===== config.mk =====
export PLATFORM = sky130hd
export DESIGN_NAME = draw_menu_background
export DESIGN_NICKNAME = d
export VERILOG_FILES = /design/src/rtl/draw_menu_background.sv
export SDC_FILE = /design/constraint.sdc
export NUM_CORES = 1
export LEC_CHECK = 0
export CORE_MARGIN = 1.5
export CORE_UTILIZATION = 44
export CTS_BUF_LIST = sky130_fd_sc_hd__clkbuf_4 sky130_fd_sc_hd__clkbuf_8 sky130_fd_sc_hd__clkbuf_16
export DETAILED_ROUTE_END_ITERATION = 8
export GPL_ROUTABILITY_DRIVEN = 1
export HOLD_SLACK_MARGIN = 0.1
export MAX_ROUTING_LAYER = met4
export PLACE_DENSITY = 0.77
export REMOVE_ABC_BUFFERS = 1
export SLEW_MARGIN = 20
export SYNTH_ARGS = -nofsm -noshare
export SYNTH_HDL_FRONTEND = slang
export SYNTH_SLANG_ARGS = --single-unit

===== constraint.sdc =====
create_clock -name pclk -period 7.3 [get_ports pclk]
set_input_delay 2.19 -clock pclk [delete_from_list [all_inputs] [get_ports pclk]]
set_output_delay 2.19 -clock pclk [all_outputs]
set_load 0.005 [all_outputs]

===== src/rtl/draw_menu_background.sv =====
// Menu background: ROM grayscale image with a blinking highlight bar on the selected entry.
// Defining DRAW_MENU_DIAG_OVERLAY_EN adds a coloured hcount==vcount diagnostic diagonal.
`ifndef VGA_BUS_SIZE
`define VGA_BUS_SIZE 38
`endif

module draw_menu_background #(
    parameter int          IMG_W        = 400,
    parameter int          ROM_LAT      = 2,
    parameter int          PIX_BITS     = 4,
    parameter int          N_ITEMS      = 4,
    parameter int          BAR_X        = 50,
    parameter int          BAR_W        = 128,
    parameter int          BAR_Y0       = 500,
    parameter int          BAR_H        = 7,
    parameter int          BAR_PITCH    = 8,
    parameter logic [11:0] BAR_RGB      = 12'haaa,
    parameter int          BLINK_FRAMES = 16
) (
    input  logic                     pclk,
    input  logic                     rst,
    input  logic [`VGA_BUS_SIZE-1:0] vga_in,
    output logic [`VGA_BUS_SIZE-1:0] vga_out,
    output logic [19:0]              address,
    input  logic [PIX_BITS-1:0]      rom_pix,
    input  logic                     sel_up,
    input  logic                     sel_down,
    input  logic                     confirm,
    input  logic                     cancel,
    output logic [2:0]               selected,
    output logic                     locked,
    output logic                     mode_valid
);

    // Bus layout: {hcount[10:0], hsync, hblnk, vcount[10:0], vsync, vblnk, rgb[11:0]}
    typedef struct packed {
        logic [10:0] hcount;
        logic        hsync;
        logic        hblnk;
        logic [10:0] vcount;
        logic        vsync;
        logic        vblnk;
    } timing_t;

    typedef enum logic {BROWSE, LOCKED} state_t;

    function automatic logic [11:0] expand_gray(input logic [PIX_BITS-1:0] pix);
        logic [3:0] g;
        g = 4'(pix) << (4 - PIX_BITS);
        return {g, g, g};
    endfunction

    function automatic logic bar_hit(input logic [10:0] hc, input logic [10:0] vc,
                                     input logic [2:0] idx);
        int top;
        top = BAR_Y0 + int'(idx) * BAR_PITCH;
        return (int'(hc) >= BAR_X) && (int'(hc) < BAR_X + BAR_W) &&
               (int'(vc) >= top) && (int'(vc) < top + BAR_H);
    endfunction

`ifdef DRAW_MENU_DIAG_OVERLAY_EN
    function automatic logic [11:0] diag_rgb(input logic [10:0] vc);
        if (vc < 11'd100)      return 12'hfff;
        else if (vc < 11'd200) return 12'h00f;
        else if (vc < 11'd300) return 12'h0f0;
        else if (vc < 11'd400) return 12'hf00;
        else if (vc < 11'd500) return 12'hf0f;
        else                   return 12'h0ff;
    endfunction
`endif

    timing_t             timing_p [ROM_LAT];
    logic [ROM_LAT-1:0]  vld_p;
    timing_t             cur_p;
    timing_t             out_t;
    logic [11:0]         pix_rgb;
    logic                vblnk_rise;
    logic [2:0]          disp_sel;
    logic [15:0]         frame_cnt;
    logic                blink_on;
    state_t              state, state_n;
    logic [2:0]          sel_n;
    logic                mv_n;
    logic                unused_in_rgb;

    assign unused_in_rgb = ^vga_in[11:0];

    assign address = 20'(vga_in[37:28]) + 20'(vga_in[24:15]) * 20'(IMG_W);

    // Stage p0..p(ROM_LAT-1): timing waits for the ROM word of the same pixel
    always_ff @(posedge pclk) begin
        if (rst) begin
            for (int i = 0; i < ROM_LAT; i++) timing_p[i] <= '0;
            vld_p <= '0;
        end else begin
            timing_p[0] <= vga_in[`VGA_BUS_SIZE-1:12];
            vld_p[0]    <= 1'b1;
            for (int i = 1; i < ROM_LAT; i++) begin
                timing_p[i] <= timing_p[i-1];
                vld_p[i]    <= vld_p[i-1];
            end
        end
    end

    assign cur_p      = timing_p[ROM_LAT-1];
    assign out_t      = vga_out[`VGA_BUS_SIZE-1:12];
    assign vblnk_rise = cur_p.vblnk & ~out_t.vblnk;

    always_comb begin
        pix_rgb = expand_gray(rom_pix);
        if (blink_on && bar_hit(cur_p.hcount, cur_p.vcount, disp_sel)) pix_rgb = BAR_RGB;
`ifdef DRAW_MENU_DIAG_OVERLAY_EN
        if (cur_p.hcount == cur_p.vcount) pix_rgb = diag_rgb(cur_p.vcount);
`endif
        if (cur_p.hblnk || cur_p.vblnk) pix_rgb = '0;
    end

    // Output stage: flushed stages after reset render as all-zero bus
    always_ff @(posedge pclk) begin
        if (rst)                      vga_out <= '0;
        else if (vld_p[ROM_LAT-1])    vga_out <= {cur_p, pix_rgb};
        else                          vga_out <= '0;
    end

    always_ff @(posedge pclk) begin
        if (rst) begin
            disp_sel  <= '0;
            frame_cnt <= '0;
            blink_on  <= 1'b1;
        end else begin
            if (vblnk_rise) disp_sel <= selected;
            if (state == LOCKED) begin
                frame_cnt <= '0;
                blink_on  <= 1'b1;
            end else if (vblnk_rise) begin
                if (int'(frame_cnt) == BLINK_FRAMES - 1) begin
                    frame_cnt <= '0;
                    blink_on  <= ~blink_on;
                end else begin
                    frame_cnt <= frame_cnt + 16'd1;
                end
            end
        end
    end

    always_ff @(posedge pclk) begin
        if (rst) begin
            state      <= BROWSE;
            selected   <= '0;
            mode_valid <= 1'b0;
        end else begin
            state      <= state_n;
            selected   <= sel_n;
            mode_valid <= mv_n;
        end
    end

    // Confirm outranks navigation; simultaneous up/down cancel out
    always_comb begin
        state_n = state;
        sel_n   = selected;
        mv_n    = 1'b0;
        case (state)
            BROWSE: begin
                if (confirm) begin
                    state_n = LOCKED;
                    mv_n    = 1'b1;
                end else if (sel_down && !sel_up) begin
                    sel_n = (int'(selected) == N_ITEMS - 1) ? 3'd0 : selected + 3'd1;
                end else if (sel_up && !sel_down) begin
                    sel_n = (selected == 3'd0) ? 3'(N_ITEMS - 1) : selected - 3'd1;
                end
            end
            LOCKED: begin
                if (cancel) state_n = BROWSE;
            end
            default: state_n = BROWSE;
        endcase
    end

    assign locked = (state == LOCKED);

endmodule


==> summary.txt, run 1 <==
Synth
  • EDFF count, synth: 0
  • Cell accounting for the most synthesized area: sky130_fd_sc_hd__dfxtp_1
  • Mean instance size in the synthesized netlist: 9.86 um^2
  • Post-synthesis async set-or-reset flop share: 0%
  • Leading post-synthesis cells by cell area: sky130_fd_sc_hd__dfxtp_1, sky130_fd_sc_hd__ha_1, sky130_fd_sc_hd__nor2b_1
  • Compound-gate portion of the synthesized area: 10.4%
  • Dominant combinational cell family by area after synthesis: simple AND/OR/NAND/NOR gates
  • Combined area of all synthesized cells: 5390 um^2
  • Flip-flop and latch count after synthesis: 109
  • Post-synthesis share of cell area spent on full adders, half adders and majority gates: 16.8%
  • Fraction of synthesized area in multiplexers: 0.371%
  • Post-synth top area share: 40.5%
  • Basic-gate share of the synthesized area counting and, or, nand and nor cells: 19.5%
  • Most common flop cell mapped by yosys: sky130_fd_sc_hd__dfxtp_1
  • Number of distinct library cells after synthesis: 61
  • Count of synthesis-stage warnings from yosys: 0
  • Synth Area in XOR/XNOR: 6.61%
  • Synth Instances: 547
  • Seq/Total Area, Yosys: 40.5%

Finish
  • Fillcell total: 910
  • Final design utilization: 64.5%
  • Area of combinational cells with multiple inputs: 3370 um^2
  • Number of nets in the final layout: 813
  • Diode insertion count for antenna repair: 0
  • Fraction of layout cells with a size suffix above 1: 23.5%
  • Area growth from synthesis to final layout: 43.2%
  • Design Area, Final: 7720 um^2
  • Area taken by flip-flops and latches: 2180 um^2

Worst setup path
  • Crit-path max cell delay: 0.47 ns
  • Worst reg2reg path endpoint: vga_out[7]
  • Critical R2R Launch: disp_sel[1]
  • Cell family contributing the most delay on the critical path: adder cells
  • Worst setup SP type: primary input
  • Required arrival time at the worst endpoint: 5.11 ns
  • Worst-case reg-to-reg path depth: 9
  • Standard cell with the maximum stage delay on the critical path: sky130_fd_sc_hd__clkdlybuf4s50_1
  • Setup slack of the most critical reg-to-reg path: 4.92 ns
  • Crit-path most repeated cell: sky130_fd_sc_hd__ha_1
  • Combined buffer and inverter count along the critical path: 4
  • Cell-by-cell trace of the critical path: clkdlybuf4s50_1 -> ha_1 -> inv_1 -> ha_1 -> ha_1 -> ha_4 -> nand2b_1 -> nor2_1 -> a221o_1 -> nor2_4 -> buf_6 -> nor4_4 -> xor2_1 -> buf_2
  • Class of the most critical setup path: in -> out
  • Crit Path Max Fanout: 4
  • CP Data Arrival Time: 5.19 ns
  • Crit end category: primary output

Drt
  • Number of design-rule violations left by the first detailed-router iteration: 155
  • DRC violations left: 0
  • Final routed wirelength across all metal layers: 12,700 um
  • Count of antenna-violating nets left after detailed routing: 0
  • Via total after detailed routing: 4,240
  • Per-cell routed wire length: 15.0 um
  • First-pass DRT Iterations: 4
  • Average vias per placed instance: 5.00

Clock tree
  • Hold-fix buffer count after cts: 0
  • Root cell of the clock tree: sky130_fd_sc_hd__clkbuf_16
  • Total CTS buffers: 9
  • Clock tree from TritonCTS: done
  • Maximum level of the CTS H-tree: 3
  • Clock edge transition at the registers on the reported setup and hold paths: 0.07 ns
  • Total clock sinks: 109
  • Maximum clock insertion buffer count: 2
  • Insertion delay to the later sink of the worst-skew pair: 0.34 ns

Die
  • Top Ports: 111
  • Row count: 40
  • Core outline area: 12,000 um^2
  • Die Area: 12,900 um^2
  • Initial Utilization: 45.1%
  • Chip Width: 114 um
  • Die height: 114 um

GRT
  • Number of antenna violations at the first check in global routing: 0
  • First-pass GRT wire length: 19,700 um
  • GRT Total Usage: 19.3%
  • Pin count of the biggest net entering global routing: 64
  • Vias in the first global route: 4,326
  • Total overflow reported by the global router: 0

Place
  • Area after detailed placement: 6730 um^2
  • Routability congestion estimate: 0.841
  • Count of port buffers added during placement: 98
  • Half-perimeter wire length after detailed placement: 8310 um

Hold path
  • Hold path endpoint: vga_out[13]
  • Cell depth of the worst min-delay path: 1
  • Type of the most critical hold path: reg -> reg
  • Min-delay src: timing_p[0][27]

STA
  • Number of endpoints with negative hold slack in the final report: 0
  • Worst-case setup margin in the final layout: -0.0818 ns
  • Final critical delay including setup and external delays: 7.38 ns
  • Relative max-transition margin: 51.9%
  • Worst clock skew: 0.00736 ns
  • Maximum clock frequency: 135 MHz
  • Final setup violating endpoints: 3
  • Period utilization: 101%
  • Unrepaired setup endpoints after global routing: true
  • Max Slew Vio Count: 0
  • Total negative slack: -0.158 ns
  • Slew at the pin closest to its max-slew limit: 0.721 ns

Outcome
  • Failing checks: setup timing
  • Status: complete, but fails checks

Power and ir drop
  • Post-route total power: 0.00187 W
  • Worst IR Drop VDD: 0.000209 V
  • Power density over the cells: 242 nW/um^2
  • Leak pwr: 3.28 nW

Flow run
  • Max-cap check violation count: 0
==> layout by cell type, fill, tap and decap left out, drive strengths merged, types with 7 or more instances in the layout <==
master / instances
xor2: 18
o21ai: 12
xnor2: 21
nor2b: 56
inv: 41
nor4: 7
nor2: 49
nand2: 19
buf: 79
dfxtp: 109
nand3: 8
a21oi: 15
clkdlybuf4s50: 79
clkbuf: 10
and2: 28
ha: 63
==> cell families after synthesis <==
kind of cell             after synthesis
flip-flops                           109
AO/OA/AOI/OAI                         72
AND/OR/NAND/NOR                      191
buffers and inverters                 65
adder cells (fa/ha/maj)               69
XOR/XNOR                              39
multiplexers                           2
==> synth_stat cells, drive strengths merged, types with 7 or more instances <==
library cell	count
a21oi	15
and2	28
buf	19
clkbuf	9
dfxtp	109
ha	63
inv	37
nand2	19
nand3	8
nor2	49
nor2b	56
nor4	7
o21ai	12
xnor2	21
xor2	18
==> what timing repair did <==
action | CTS | global route
setup buffers | 15 | 7
pin swaps | 40 | 22
gates resized for setup | 113 | 32
setup endpoints to repair | 11 | 7
==> layer usage <==
metal / routed length, um / part of all wire [%] / GRT usage, %
met5: 0 / 0 / -
met4: 250 / 2.0 / 4.50
met3: 429 / 3.4 / 2.92
met2: 6770 / 53 / 36.4
met1: 5250 / 41 / 21.3
==> how the worst max path moves through the flow <==
stage / end / from / cells past startpoint
finish: address[18] / vga_in[24] / 14
global route: address[19] / vga_in[20] / 16
CTS: address[18] / vga_in[20] / 15
detailed placement: address[18] / vga_in[19] / 14
global placement: address[19] / vga_in[19] / 14
floorplan: address[19] / vga_in[19] / 12
==> power breakdown <==
part	internal (W)	total, W	switching, W	leakage [nW]
combinational	0.000422	0.000765	0.000343	2.24
clock	0.000246	0.000483	0.000236	0.151
sequential	0.000612	0.000620	0.00000822	0.892
total	0.00128	0.00187	0.000587	3.28
==> flip-flops by register name, indices dropped and copies added, names as in the netlist <==
register    cells
blink_on        1
disp_sel        3
frame_cnt      16
locked          1
mode_valid      1
selected        3
timing_p       52
vga_out        30
vld_p           2
==> stage by stage <==
step	instances	hold WS (ns)	setup slack, ns
after floorplan	519	0.406	0.202
final	848	0.433	-0.0818
after CTS	841	0.436	0.000985
after global placement	810	0.410	-0.966
after detailed placement	810	0.419	-1.08
after global routing	848	0.455	-0.161
==> layout make-up <==
cell class / instances / area share [%]
repair buffers: 166 / 19.9
inverters: 37 / 1.80
clock inverters: 7 / 1.12
well taps: 147 / 2.38
clock buffers: 9 / 2.92
multi-input cells: 373 / 43.7
flip-flops and latches: 109 / 28.3
Note: power is estimated with default switching activity, not from simulation.
==> run 2: changes to the inputs <==
CORE_UTILIZATION = 30   (was 44)
PLACE_DENSITY = 0.59   (was 0.77)
REMOVE_ABC_BUFFERS = not set   (was 1)
SLEW_MARGIN = not set   (was 20)
==> run 2 against run 1 <==
Effect of this change:
- the flow still finishes with violations (setup timing)
- routed wire length down 6.2%
- die area up 45%
- via count down 3.1%
- global-route usage down 5.6 points
- register-to-register slack better by 0.03 ns
- sequential power about the same
- critical path depth down 3
- non-clock buffer count down 2
- total power down 5.4%
- clock power down 5.0%
- clock skew down 0.0018 ns
- setup slack better by 0.049 ns
==> summary.txt, run 2 (synthesized netlist as in run 1, its figures left out) <==
Outcome
  • Status: complete, but fails checks (unchanged)
  • Failing checks: setup timing (unchanged)

GRT
  • Total overflow reported by the global router: 0 (unchanged)
  • Pin count of the biggest net entering global routing: 64 (unchanged)
  • First-pass GRT wire length: 19,900 um (was 19,700 um)
  • GRT Total Usage: 13.7% (was 19.3%)
  • Number of antenna violations at the first check in global routing: 1 (was 0)
  • Vias in the first global route: 4,282 (was 4,326)

Drt
  • Average vias per placed instance: 4.44 (was 5.00)
  • Final routed wirelength across all metal layers: 11,900 um (was 12,700 um)
  • DRC violations left: 0 (unchanged)
  • Number of design-rule violations left by the first detailed-router iteration: 132 (was 155)
  • First-pass DRT Iterations: 4 (unchanged)
  • Count of antenna-violating nets left after detailed routing: 0 (unchanged)
  • Per-cell routed wire length: 12.9 um (was 15.0 um)
  • Via total after detailed routing: 4,108 (was 4,240)

Clock tree
  • Maximum clock insertion buffer count: 2 (unchanged)
  • Clock edge transition at the registers on the reported setup and hold paths: 0.06 ns (was 0.07 ns)
  • Maximum level of the CTS H-tree: 3 (unchanged)
  • Total CTS buffers: 9 (unchanged)
  • Root cell of the clock tree: sky130_fd_sc_hd__clkbuf_16 (unchanged)
  • Total clock sinks: 109 (unchanged)
  • Clock tree from TritonCTS: done (unchanged)
  • Insertion delay to the later sink of the worst-skew pair: 0.34 ns (about the same)
  • Hold-fix buffer count after cts: 0 (unchanged)

Worst setup path
  • Worst setup SP type: primary input (unchanged)
  • CP Data Arrival Time: 5.14 ns (was 5.19 ns)
  • Crit end category: primary output (unchanged)
  • Crit Path Max Fanout: 3 (was 4)
  • Class of the most critical setup path: in -> out (unchanged)
  • Required arrival time at the worst endpoint: 5.11 ns (about the same)

Power and ir drop
  • Power density over the cells: 231 nW/um^2 (was 242 nW/um^2)
  • Leak pwr: 3.22 nW (was 3.28 nW)
  • Worst IR Drop VDD: 0.000177 V (was 0.000209 V)
  • Post-route total power: 0.00177 W (was 0.00187 W)

Finish
  • Final design utilization: 43.9% (was 64.5%)
  • Number of nets in the final layout: 811 (was 813)
  • Largest register by flop count: timing_p (unchanged)
  • Fillcell total: 1,674 (was 910)
  • Highest-count cells in the layout ignoring fill and taps: sky130_fd_sc_hd__dfxtp_1, sky130_fd_sc_hd__clkdlybuf4s50_1, sky130_fd_sc_hd__buf_4, sky130_fd_sc_hd__nor2b_1, sky130_fd_sc_hd__nor2_1 (was sky130_fd_sc_hd__dfxtp_1, sky130_fd_sc_hd__clkdlybuf4s50_1, sky130_fd_sc_hd__nor2b_1, sky130_fd_sc_hd__buf_4, sky130_fd_sc_hd__nor2_1)
  • Most common library cell in the layout ignoring fill and taps: sky130_fd_sc_hd__dfxtp_1 (unchanged)
  • Registers with the most flip-flops: timing_p x52, vga_out x30, frame_cnt x16 (unchanged)
  • Fraction of layout cells with a size suffix above 1: 22.5% (was 23.5%)
  • Area growth from synthesis to final layout: 41.8% (was 43.2%)
  • Number of flip-flops in the largest register: 52 (unchanged)

STA
  • Maximum clock frequency: 136 MHz (was 135 MHz)
  • Final critical delay including setup and external delays: 7.33 ns (was 7.38 ns)
  • Period utilization: 100% (was 101%)
  • Total negative slack: -0.0630 ns (was -0.158 ns)
  • Number of endpoints with negative hold slack in the final report: 0 (unchanged)
  • Worst clock skew: 0.00560 ns (was 0.00736 ns)
  • Final setup violating endpoints: 2 (was 3)
  • Max Slew Vio Count: 0 (unchanged)
  • Worst-case setup margin in the final layout: -0.0332 ns (was -0.0818 ns)
  • Slew at the pin closest to its max-slew limit: 0.689 ns (was 0.721 ns)
  • Unrepaired setup endpoints after global routing: true (unchanged)
  • Relative max-transition margin: 54.0% (was 51.9%)

Die
  • Top Ports: 111 (unchanged)
  • Core outline area: 17,400 um^2 (was 12,000 um^2)
  • Die height: 137 um (was 114 um)
  • Initial Utilization: 31.0% (was 45.1%)
  • Die Area: 18,800 um^2 (was 12,900 um^2)
  • Chip Width: 137 um (was 114 um)
  • Row count: 48 (was 40)

Hold path
  • Type of the most critical hold path: reg -> reg (unchanged)

Synth
  • Syn Nets: 664

Place
  • Routability congestion estimate: 0.900 (was 0.841)
  • Post-Place Worst Slack: -1.03 ns (was -1.08 ns)
  • Half-perimeter wire length after detailed placement: 9050 um (was 8310 um)
  • Count of port buffers added during placement: 98 (unchanged)

Flow run
  • Max-cap check violation count: 0 (unchanged)
==> run 2: changes by cell type in the layout (fill, tap and decap cells not counted), sizes merged <==
cell,before,now
clkbuf,10,12
clkdlybuf4s50,79,80
diode,0,1
dlymetal6s2s,1,0
dlygate4sd2,5,4
inv,41,38
==> run 2: final timing paths <==
path	start	to	slack, ns	depth (start not counted)
max	vga_in[17]	address[19]	-0.03	11
max reg2reg	disp_sel[1]	vga_out[7]	4.95	9
min	timing_p[0][41]	vga_out[27]	0.43	1
min reg2reg	timing_p[0][41]	vga_out[27]	0.43	1
==> run 2: routing by layer <==
layer	vias up	part of all wire, %	track usage [%]
met5	-	0	-
met4	0	1.4	4.85
met3	15	3.9	1.96
met2	91	49	23.3
met1	1890	46	16.4
li1	2112	-	-
==> run 2: through the flow <==
stage                     instance area, um^2  std cells  hold WS, ns
after floorplan                          5390        547        0.406
after global routing                     7640        925        0.446
after CTS                                7550        920        0.430
final                                    7640        925        0.426
after detailed placement                 6880        895        0.414
after global placement                   6880        895        0.418
==> run 2: where the power goes <==
part           switching [W]  internal (W)
Sequential        0.00000882      0.000613
Combinational       0.000306      0.000381
Clock               0.000204      0.000256
==> run 2: repair_timing <==
item	CTS	global route
setup buffers	9	4
setup endpoints to repair	11	7
hold endpoints to repair	0	0
gates resized for setup	107	19
pin swaps	33	14
==> run 2: layout make-up <==
class	instances	area [um^2]	share of cell area, %
multi-input combinational	373	3300	43.1
sequential	109	2180	28.5
timing repair buffer	164	1450	19.0
tap	225	282	3.68
clock buffer	12	260	3.40
inverter	37	139	1.82
clock inverter	4	31.3	0.409
antenna	1	2.50	0.0327
==> run 2: worst max-delay path: stages <==
cell	delay (ns)
sky130_fd_sc_hd__buf_2	0.15
sky130_fd_sc_hd__ha_4	0.25
sky130_fd_sc_hd__ha_4	0.27
sky130_fd_sc_hd__ha_4	0.20
sky130_fd_sc_hd__fa_1	0.52
sky130_fd_sc_hd__ha_4	0.30
sky130_fd_sc_hd__nor2_1	0.04
sky130_fd_sc_hd__or4b_4	0.57
sky130_fd_sc_hd__nor4_4	0.36
sky130_fd_sc_hd__o211a_1	0.19
sky130_fd_sc_hd__buf_2	0.10
